[src/rtl/dct_transpose_buf_if.sv]
// rtl/dct_transpose_buf_if.sv - row-in / vector-out handshake bundle for the transpose buffer
interface dct_transpose_buf_if #(
    parameter int DATA_W = 13,
    parameter int N      = 8
);
    localparam int IDX_W = $clog2(N);

    logic                  in_valid;
    logic                  in_ready;
    logic [N*DATA_W-1:0]   in_row;
    logic                  out_valid;
    logic                  out_ready;
    logic [N*DATA_W-1:0]   out_vec;
    logic [IDX_W-1:0]      out_idx;
    logic                  out_first;
    logic                  out_last;

    modport master (
        output in_valid, in_row, out_ready,
        input  in_ready, out_valid, out_vec, out_idx, out_first, out_last
    );

    modport slave (
        input  in_valid, in_row, out_ready,
        output in_ready, out_valid, out_vec, out_idx, out_first, out_last
    );
endinterface

[src/rtl/dct_transpose_buf.sv]
// rtl/dct_transpose_buf.sv - ping-pong NxN transpose buffer between DCT row and column stages
module dct_transpose_buf #(
    parameter int DATA_W = 13,
    parameter int N      = 8
) (
    input  logic                clk,
    input  logic                rst_n,
    input  logic                mode_tr,
    dct_transpose_buf_if.slave  bus,
    output logic [15:0]         blk_cnt
);
    localparam int IDX_W = $clog2(N);

    typedef enum logic [1:0] {EMPTY, FILLING, FULL, DRAINING} bank_st_e;

    bank_st_e              bank_q [2];
    bank_st_e              bank_d [2];
    logic                  wb_q, wb_d, rb_q, rb_d;
    logic [IDX_W-1:0]      wr_row_q, wr_row_d;
    logic [IDX_W-1:0]      rd_idx_q, rd_idx_d;
    logic [IDX_W-1:0]      out_idx_q, out_idx_d;
    logic                  mode_q, mode_d;
    logic                  rdy_en_q;
    logic                  out_valid_q, out_valid_d;
    logic [N*DATA_W-1:0]   out_vec_q, out_vec_d;
    logic [15:0]           blk_cnt_q, blk_cnt_d;
    logic [N*DATA_W-1:0]   mem_q [2][N];

    logic                  in_ready_w, wr_fire, out_load, drain_start, drain_busy, rd_mode;
    logic [IDX_W-1:0]      rd_sel;
    logic [N*DATA_W-1:0]   rd_vec;

    // rdy_en_q keeps in_ready low for the first cycle out of reset
    assign in_ready_w  = rdy_en_q && (bank_q[wb_q] == EMPTY || bank_q[wb_q] == FILLING);
    assign wr_fire     = bus.in_valid && in_ready_w;
    assign out_load    = !out_valid_q || bus.out_ready;
    assign drain_start = out_load && (bank_q[rb_q] == FULL);
    assign drain_busy  = out_load && (bank_q[rb_q] == DRAINING);
    assign rd_sel      = drain_start ? '0 : rd_idx_q;
    assign rd_mode     = drain_start ? mode_tr : mode_q;

    always_comb begin
        rd_vec = '0;
        if (rd_mode) begin
            for (int i = 0; i < N; i++)
                rd_vec[i*DATA_W +: DATA_W] = mem_q[rb_q][i][int'(rd_sel)*DATA_W +: DATA_W];
        end else begin
            rd_vec = mem_q[rb_q][rd_sel];
        end
    end

    always_comb begin
        bank_d      = bank_q;
        wb_d        = wb_q;
        rb_d        = rb_q;
        wr_row_d    = wr_row_q;
        rd_idx_d    = rd_idx_q;
        out_idx_d   = out_idx_q;
        mode_d      = mode_q;
        out_valid_d = out_valid_q;
        out_vec_d   = out_vec_q;
        blk_cnt_d   = blk_cnt_q;

        if (wr_fire) begin
            if (wr_row_q == IDX_W'(N-1)) begin
                bank_d[wb_q] = FULL;
                wb_d         = !wb_q;
                wr_row_d     = '0;
            end else begin
                bank_d[wb_q] = FILLING;
                wr_row_d     = wr_row_q + 1'b1;
            end
        end

        // The reader never touches bank[wb_q], so both updates can land in one cycle
        if (out_load) begin
            out_valid_d = drain_start || drain_busy;
            if (drain_start || drain_busy) begin
                out_vec_d = rd_vec;
                out_idx_d = rd_sel;
                if (drain_start) begin
                    mode_d       = mode_tr;
                    bank_d[rb_q] = DRAINING;
                end
                if (rd_sel == IDX_W'(N-1)) begin
                    bank_d[rb_q] = EMPTY;
                    rb_d         = !rb_q;
                    rd_idx_d     = '0;
                end else begin
                    rd_idx_d = rd_sel + 1'b1;
                end
            end
        end

        if (out_valid_q && bus.out_ready && out_idx_q == IDX_W'(N-1))
            blk_cnt_d = blk_cnt_q + 16'd1;
    end

    always_ff @(posedge clk or negedge rst_n) begin
        if (!rst_n) begin
            bank_q[0]   <= EMPTY;
            bank_q[1]   <= EMPTY;
            wb_q        <= 1'b0;
            rb_q        <= 1'b0;
            wr_row_q    <= '0;
            rd_idx_q    <= '0;
            out_idx_q   <= '0;
            mode_q      <= 1'b0;
            rdy_en_q    <= 1'b0;
            out_valid_q <= 1'b0;
            out_vec_q   <= '0;
            blk_cnt_q   <= '0;
        end else begin
            bank_q      <= bank_d;
            wb_q        <= wb_d;
            rb_q        <= rb_d;
            wr_row_q    <= wr_row_d;
            rd_idx_q    <= rd_idx_d;
            out_idx_q   <= out_idx_d;
            mode_q      <= mode_d;
            rdy_en_q    <= 1'b1;
            out_valid_q <= out_valid_d;
            out_vec_q   <= out_vec_d;
            blk_cnt_q   <= blk_cnt_d;
        end
    end

    always_ff @(posedge clk) begin
        if (wr_fire)
            mem_q[wb_q][wr_row_q] <= bus.in_row;
    end

    assign bus.in_ready  = in_ready_w;
    assign bus.out_valid = out_valid_q;
    assign bus.out_vec   = out_vec_q;
    assign bus.out_idx   = out_idx_q;
    assign bus.out_first = out_valid_q && (out_idx_q == '0);
    assign bus.out_last  = out_valid_q && (out_idx_q == IDX_W'(N-1));
    assign blk_cnt       = blk_cnt_q;
endmodule

[src/flat_wrapper.sv]
// flat-port wrapper written by rule: the top's interface ports become plain ports
module dct_transpose_buf_flat 
#(
    parameter int DATA_W = 13,
    parameter int N      = 8
)
  (clk, rst_n, mode_tr, blk_cnt, bus_in_valid, bus_in_row, bus_out_ready, bus_in_ready, bus_out_valid, bus_out_vec, bus_out_idx, bus_out_first, bus_out_last);
  dct_transpose_buf_if #(.DATA_W(DATA_W), .N(N)) bus_i ();
  input  logic clk;
  input  logic rst_n;
  input  logic mode_tr;
  output logic [15:0] blk_cnt;
  input wire logic [$bits(bus_i.in_valid)-1:0] bus_in_valid;
  input wire logic [$bits(bus_i.in_row)-1:0] bus_in_row;
  input wire logic [$bits(bus_i.out_ready)-1:0] bus_out_ready;
  output wire logic [$bits(bus_i.in_ready)-1:0] bus_in_ready;
  output wire logic [$bits(bus_i.out_valid)-1:0] bus_out_valid;
  output wire logic [$bits(bus_i.out_vec)-1:0] bus_out_vec;
  output wire logic [$bits(bus_i.out_idx)-1:0] bus_out_idx;
  output wire logic [$bits(bus_i.out_first)-1:0] bus_out_first;
  output wire logic [$bits(bus_i.out_last)-1:0] bus_out_last;
  assign bus_i.in_valid = bus_in_valid;
  assign bus_i.in_row = bus_in_row;
  assign bus_i.out_ready = bus_out_ready;
  assign bus_in_ready = bus_i.in_ready;
  assign bus_out_valid = bus_i.out_valid;
  assign bus_out_vec = bus_i.out_vec;
  assign bus_out_idx = bus_i.out_idx;
  assign bus_out_first = bus_i.out_first;
  assign bus_out_last = bus_i.out_last;
  dct_transpose_buf #(.DATA_W(DATA_W), .N(N)) u_core (.clk(clk), .rst_n(rst_n), .mode_tr(mode_tr), .bus(bus_i), .blk_cnt(blk_cnt));
endmodule
[config.mk]
export PLATFORM = sky130hd
export DESIGN_NAME = dct_transpose_buf_flat
export DESIGN_NICKNAME = d
export VERILOG_FILES = /design/src/rtl/dct_transpose_buf_if.sv /design/src/rtl/dct_transpose_buf.sv /design/src/flat_wrapper.sv
export SDC_FILE = /design/constraint.sdc
export NUM_CORES = 2
export LEC_CHECK = 0
export CORE_MARGIN = 1.5
export CORE_UTILIZATION = 45
export CTS_CLUSTER_DIAMETER = 60
export DETAILED_ROUTE_END_ITERATION = 10
export SETUP_SLACK_MARGIN = 0.15
export SLEW_MARGIN = 20
export SYNTH_ARGS = -nofsm -noshare
export SYNTH_HDL_FRONTEND = slang
export SYNTH_SLANG_ARGS = --single-unit
export TNS_END_PERCENT = 10
[constraint.sdc]
create_clock -name clk -period 11.1 [get_ports clk]
set_input_delay 2.22 -clock clk [delete_from_list [all_inputs] [get_ports clk]]
set_output_delay 2.22 -clock clk [all_outputs]
set_load 0.02 [all_outputs]
After elaboration in Yosys (flattened, before gate mapping)
Memories as Yosys holds them, arrays and structs flattened.
Cells that the tools add are included.
{ "word_totals": {"out_inout_bits": 127, "regBits": 138, "n_memories": 1, "ramBits": 1664} }
{ "mem_list": {"columns": ["name", "words", "width", "rd", "rd_clocked_by_memory_dff", "wr", "line", "rtl"], "rows": [
  ["u_core.mem_q", 2, 832, 1, 0, 1, "dct_transpose_buf.sv:27", "logic [N*DATA_W-1:0] mem_q [2][N];"]
]} }
{ "op_classes": {"n_eq_ne": 6, "bitwise_logic": 13, "n_reduce_logical": 22, "shift": 8, "add_sub_neg": 3, "order_cmp": 7, "n_mul": 1, "n_mux": 30} }
{ "op_table": {"columns": ["operator", "count"], "rows": [
  ["2-to-1 mux 832 bit", 1],
  ["variable part select 104 x 32 -> 13 bit", 8],
  ["2-to-1 mux 104 bit", 4],
  ["binary-select mux 104 bit (select 3 bit)", 1],
  ["demux 104 bit (select 3 bit)", 1],
  ["2-to-1 mux 4 bit", 8],
  ["adder 16 x 1 -> 16 bit (second input constant)", 1],
  ["2-to-1 mux 2 bit", 8],
  ["logical AND 1 bit", 11],
  ["equality test 3 bit (second input constant)", 3],
  ["2-to-1 mux 3 bit", 3],
  [">= comparator 4 bit (second input constant)", 2],
  ["inverter 3 -> 4 bit", 2],
  ["multiplier 3 x 4 -> 7 bit (second input constant)", 1],
  ["adder 3 x 1 -> 3 bit (second input constant)", 2],
  ["bitwise AND 2 bit", 2],
  ["bitwise AND 4 bit", 1],
  ["demux 2 bit (select 1 bit)", 2],
  ["equality test 2 bit (second input constant)", 2],
  [">= comparator 2 bit (second input constant)", 2],
  ["< comparator 2 x 1 -> 1 bit (second input constant)", 2],
  ["< comparator 4 x 1 -> 1 bit (second input constant)", 1],
  ["inverter 1 -> 2 bit", 2],
  ["inverter 2 bit", 2],
  ["other kinds (11)", 18]
]} }

Depth between registers and ports, before layout
{ "logic_depth": {"depth_word": 17, "depth_mapped": 11, "mapped_depth_nobuf": 8} }

Least setup slack after synthesis
No wires, ideal clock.
{ "synth_timing": {"kind": "input -> register", "start": "input bus_in_valid", "end": "memory u_core.mem_q[0][728] (netlist name) (enable)", "setup_time_ns": 0.694, "arrival_time_ns": 9.826, "path_buffers": 0, "stages": 3, "required_ns": 10.406, "setup_slack_ns": 0.580, "path_cell_list": "nand3_1 or3_1 nor3_1"} }
{ "synth_between": {"elab_chain_len": 3} }
{ "synth_rtl": {"columns": ["element", "line", "rtl"], "rows": [
  ["start: declaration", "flat_wrapper.sv:13", "input wire logic [$bits(bus_i.in_valid)-1:0] bus_in_valid;"],
  ["logical AND 1 bit", "dct_transpose_buf.sv:35", "assign wr_fire = bus.in_valid && in_ready_w;"],
  ["2-to-1 mux 1 bit", "dct_transpose_buf.sv:129", "if (wr_fire)"],
  ["2-to-1 mux 832 bit (implied by the code)", "dct_transpose_buf.sv:130", "mem_q[wb_q][wr_row_q] <= bus.in_row;"],
  ["end: declaration", "dct_transpose_buf.sv:27", null]
]} }
Every way passes these cells.

Worst setup path in the final report
{ "layout_timing": {"start": "register u_core.rb_q", "end": "register u_core.out_vec_q[18], in the netlist u_core.bus.out_vec[18]"} }
{ "layout_between": {"elab_chain_len": 12, "word_cells_on_any_way": 20, "cone_classes": "mul: 1; eq/ne: 2; shift: 1; mux: 9; bitwise: 2; reduce/logical: 4; memory: 1"} }
{ "layout_rtl": {"columns": ["element", "line", "rtl"], "rows": [
  ["start: declaration", "dct_transpose_buf.sv:18", "logic wb_q, wb_d, rb_q, rb_d;"],
  ["start signal: assignment", "dct_transpose_buf.sv:116", "rb_q <= rb_d;"],
  ["parallel branches: the longest is 12 deep, another holds multiplier 3 x 4 -> 7 bit", null, null],
  ["end signal: assignment", "dct_transpose_buf.sv:123", "out_vec_q <= out_vec_d;"],
  ["end: declaration", "dct_transpose_buf.sv:25", "logic [N*DATA_W-1:0] out_vec_q, out_vec_d;"]
]} }
Several ways; the timed one is not identified. The select of a mux whose other input is x is not followed.
A chain may end at the register's enable or synchronous reset.

==> flow_summary.json <==
{
  "routedWlPerCell_um": 36.5,
  "globalplace.congestion": 0.888,
  "starting_density_of_the_core_pct": 45.5,
  "ys_seq_area_share_pct": 67.4,
  "dominantRegCellSynth": "sky130_fd_sc_hd__edfxtp_1",
  "hold_buffers": 0,
  "grt_first_pass_wirelength_um": 397000,
  "synth-warning-count": 0,
  "setup_slack_at_placement_ns": 4.82,
  "number_of_antenna_violations_at_the_first_check_in_global_routing": 25,
  "crit-reg2reg-launch": "u_core.rb_q$_DFFE_PN0P_",
  "detail_route.vias_per_cell": 6.75,
  "numPortBuffers": 235,
  "post-route-drc-count": 0,
  "rr_endpoint": "u_core.bus.out_vec[18]$_DFFE_PN0P_",
  "hold_viol": 0,
  "vdd_ir_drop_max_uv": 286,
  "design.portCount": 236,
  "rr_worst_depth": 9,
  "clock_tree.root_cell": "sky130_fd_sc_hd__clkbuf_16",
  "synthArstFlopShare_pct": 7.66,
  "grtUsageTotal_pct": 31.3,
  "startpoint": "u_core.rb_q$_DFFE_PN0P_",
  "cp_data_required_time_ns": 11.81,
  "rsz0062_at_grt": "no",
  "synth.most_common_cell": "sky130_fd_sc_hd__edfxtp_1",
  "cp-start-kind": "flip-flop",
  "mappedNetlistNets": 5266,
  "drtPass1Iterations": 7,
  "h_tree_levels": 4,
  "fmax_mhz": 170,
  "final_non_filler_cell_total": 7809,
  "placed_cells": 7440,
  "timing.final.ws_setup_ns": 5.22,
  "grt_start_max_net_pins": 144,
  "dr_total_vias": 52700,
  "1st_iter_drt_viols": 7555,
  "cts.sink_count": 1802,
  "timing_worst_slew_pin_value_ns": 1.22,
  "finalMaxSlewViolations": 0,
  "clk-insertion-delay-late_ns": 0.87,
  "timing.hold.ws_ns": 0.475,
  "global_route.usage.met2_pct": 48.7,
  "syn_area_um2": 79300,
  "place_hpwl_um": 166000,
  "routed_wl_um": 285000,
  "maximum_buffer_depth_of_the_clock_tree": 3,
  "core-area_um2": 174000,
  "synth_top_area_cell": "sky130_fd_sc_hd__edfxtp_1",
  "worst_setup_skew_after_layout_ns": 0.0424,
  "yosys-top-cells-count": "1664 x sky130_fd_sc_hd__edfxtp_1, 550 x sky130_fd_sc_hd__mux2i_1, 439 x sky130_fd_sc_hd__nand2_1",
  "leading_cell_types_by_total_area_after_synthesis": "sky130_fd_sc_hd__edfxtp_1 63%, sky130_fd_sc_hd__mux2i_1 6.9%, sky130_fd_sc_hd__mux4_2 5.1%, sky130_fd_sc_hd__dfrtp_1 4.4%, sky130_fd_sc_hd__mux2_2 2.3%",
  "post_route_cells_drive_above_1_share_pct": 15.4,
  "power.static_leakage_nw": 28.5,
  "busiest_layer": "met2",
  "tcrit_tclk_final_pct": 53.0,
  "yosysTopAreaCellShare_pct": 63.0,
  "die_area_um2": 179000,
  "end_point_of_the_critical_path": "u_core.bus.out_vec[18]$_DFFE_PN0P_",
  "worst_slew_margin_rel_pct": 18.8,
  "setup.reg_to_reg.worst_slack_ns": 5.22,
  "synth_cells": 5151,
  "power.density_cell_area_nw_per_um2": 257,
  "number_of_distinct_library_cell_variants_in_the_gate_level_netlist_after_synthesis": 84,
  "die-width_um": 423,
  "first_global_vias": 51000,
  "nets": 5423,
  "fin_setup_tns_ns": 0,
  "std_cell_rows": 153,
  "syn2layout_area_growth_pct": 14.1,
  "postSynthRegisterBits": 1802,
  "worstPathArrival_ns": 6.59,
  "worstSetupEndpointType": "flip-flop",
  "tritoncts_clock_tree": "done",
  "synth-edff-count": 1664,
  "floorplan.die.height_um": 423,
  "met1_usage_pct": 42.3,
  "cts.clk_slew.worst_paths_ns": 0.06,
  "ctsResizeCount": 0,
  "n_fill_cell": 14300,
  "setup-violations-final": 0,
  "synth_area_per_cell_um2": 15.4,
  "postRouteAntennaNets": 0,
  "post-cts-setup-buffers": 0,
  "status": "finished clean",
  "gr-usage-met3_pct": 6.07,
  "maxCapViolations": 0,
  "tritoncts.num_buffers": 191,
  "finalCriticalPeriod_ns": 5.88,
  "worst-path-max-fanout": 52,
  "timing.setup.critical_path_class": "flip-flop to flip-flop",
  "overflow": 0,
  "worst_hold_check_path_type": "flip-flop to flip-flop"
}
==> worst min-delay path by stage <==
| stage | startpoint | endpoint | depth (start not counted) |
|---|---|---|---|
| finish | u_core.blk_cnt[15]$_DFFE_PN0P_ | u_core.blk_cnt[15]$_DFFE_PN0P_ | 1 |
| CTS | u_core.blk_cnt[15]$_DFFE_PN0P_ | u_core.blk_cnt[15]$_DFFE_PN0P_ | 1 |
| floorplan | u_core.mem_q[1][738]$_DFFE_PP_ | u_core.bus.out_vec[10]$_DFFE_PN0P_ | 2 |
| global placement | u_core.blk_cnt[15]$_DFFE_PN0P_ | u_core.blk_cnt[15]$_DFFE_PN0P_ | 1 |
| detailed placement | u_core.blk_cnt[15]$_DFFE_PN0P_ | u_core.blk_cnt[15]$_DFFE_PN0P_ | 1 |
| global route | u_core.blk_cnt[15]$_DFFE_PN0P_ | u_core.blk_cnt[15]$_DFFE_PN0P_ | 1 |
==> metal layers <==
layer  up-vias  wire length (µm)
met2      3590            131000
li1      21100                 -
met5         -                62
met4        10             15800
met1     27200            110000
met3       791             28200
==> through the flow <==
| stage | total power [mW] | util, % | cell area, µm² |
|---|---|---|---|
| 6_report | 23.3 | 51.9 | 90500 |
| 5_1_grt | 23.8 | 51.9 | 90500 |
| 4_1_cts | 23.1 | 51.9 | 90500 |
| 3_5_place_dp | 16.6 | 48.2 | 84100 |
| 3_3_place_gp | 16.6 | 48.2 | 84100 |
| 2_1_floorplan | 13.0 | - | 79300 |
==> critical path, cell delays in order, from the launching register on <==
cell	delay [ns]
sky130_fd_sc_hd__dfrtp_4	0.85
sky130_fd_sc_hd__buf_4	0.74
sky130_fd_sc_hd__buf_4	0.86
sky130_fd_sc_hd__buf_4	0.75
sky130_fd_sc_hd__buf_4	0.71
sky130_fd_sc_hd__nor2b_1	0.10
sky130_fd_sc_hd__a211oi_1	0.58
sky130_fd_sc_hd__nor4_1	0.20
sky130_fd_sc_hd__a311oi_1	0.64
sky130_fd_sc_hd__nand4_1	0.15
==> final cells by class <==
| type | count | area (µm²) | area share (%) |
|---|---|---|---|
| antenna | 8 | 20.0 | 0.0221 |
| multi-input combinational | 2933 | 24200 | 26.8 |
| tap | 2325 | 2910 | 3.21 |
| sequential | 1802 | 53400 | 59.0 |
| clock inverter | 91 | 1030 | 1.14 |
| inverter | 9 | 47.5 | 0.0525 |
| clock buffer | 270 | 5350 | 5.91 |
| timing repair buffer | 371 | 3500 | 3.87 |
==> where the power goes <==
group	switching (mW)	leakage (nW)	internal (mW)
clock	2.73	3.11	3.79
sequential	0.542	16.7	7.91
combinational	5.73	8.71	2.58
==> layout by cell type, fill, tap and decap left out, types with 74 or more instances in the layout <==
master / netlist / routed
sky130_fd_sc_hd__a21oi_1: 243 / 243
sky130_fd_sc_hd__clkdlybuf4s50_1: 0 / 234
sky130_fd_sc_hd__o2111ai_1: 74 / 74
sky130_fd_sc_hd__dfrtp_1: 138 / 134
sky130_fd_sc_hd__clkbuf_16: 0 / 195
sky130_fd_sc_hd__nand2_1: 439 / 432
sky130_fd_sc_hd__a211oi_1: 107 / 106
sky130_fd_sc_hd__mux4_2: 181 / 181
sky130_fd_sc_hd__buf_4: 55 / 126
sky130_fd_sc_hd__mux2i_1: 550 / 549
sky130_fd_sc_hd__edfxtp_1: 1664 / 1664
sky130_fd_sc_hd__mux2_2: 160 / 160
sky130_fd_sc_hd__nor2_1: 187 / 168
==> logic make-up (layout without fill, tap and decap cells) <==
family	count (synthesis)	count (layout)	synth area share, %
muxes	895	895	14.4
xor gates and xnor gates	17	17	0.188
and+or+nand+nor	928	928	5.35
buffers and inverters	416	741	2.47
other	1	9	0.00473
DFF	1802	1802	67.4
adders and majority gates	6	6	0.0946
AOI/OAI and AO/OA	1086	1086	10.1
==> registers in the layout (all words and copies together), names as in the netlist <==
register              count
u_core.bus.out_valid      1
u_core.bus.out_vec      104
u_core.bank_q             4
u_core.rd_idx_q           3
u_core.bus.out_idx        3
u_core.blk_cnt           16
u_core.rb_q               1
u_core.wb_q               1
u_core.mode_q             1
u_core.rdy_en_q           1
u_core.mem_q           1664
u_core.wr_row_q           3
Power figures use the tool's default switching activity.
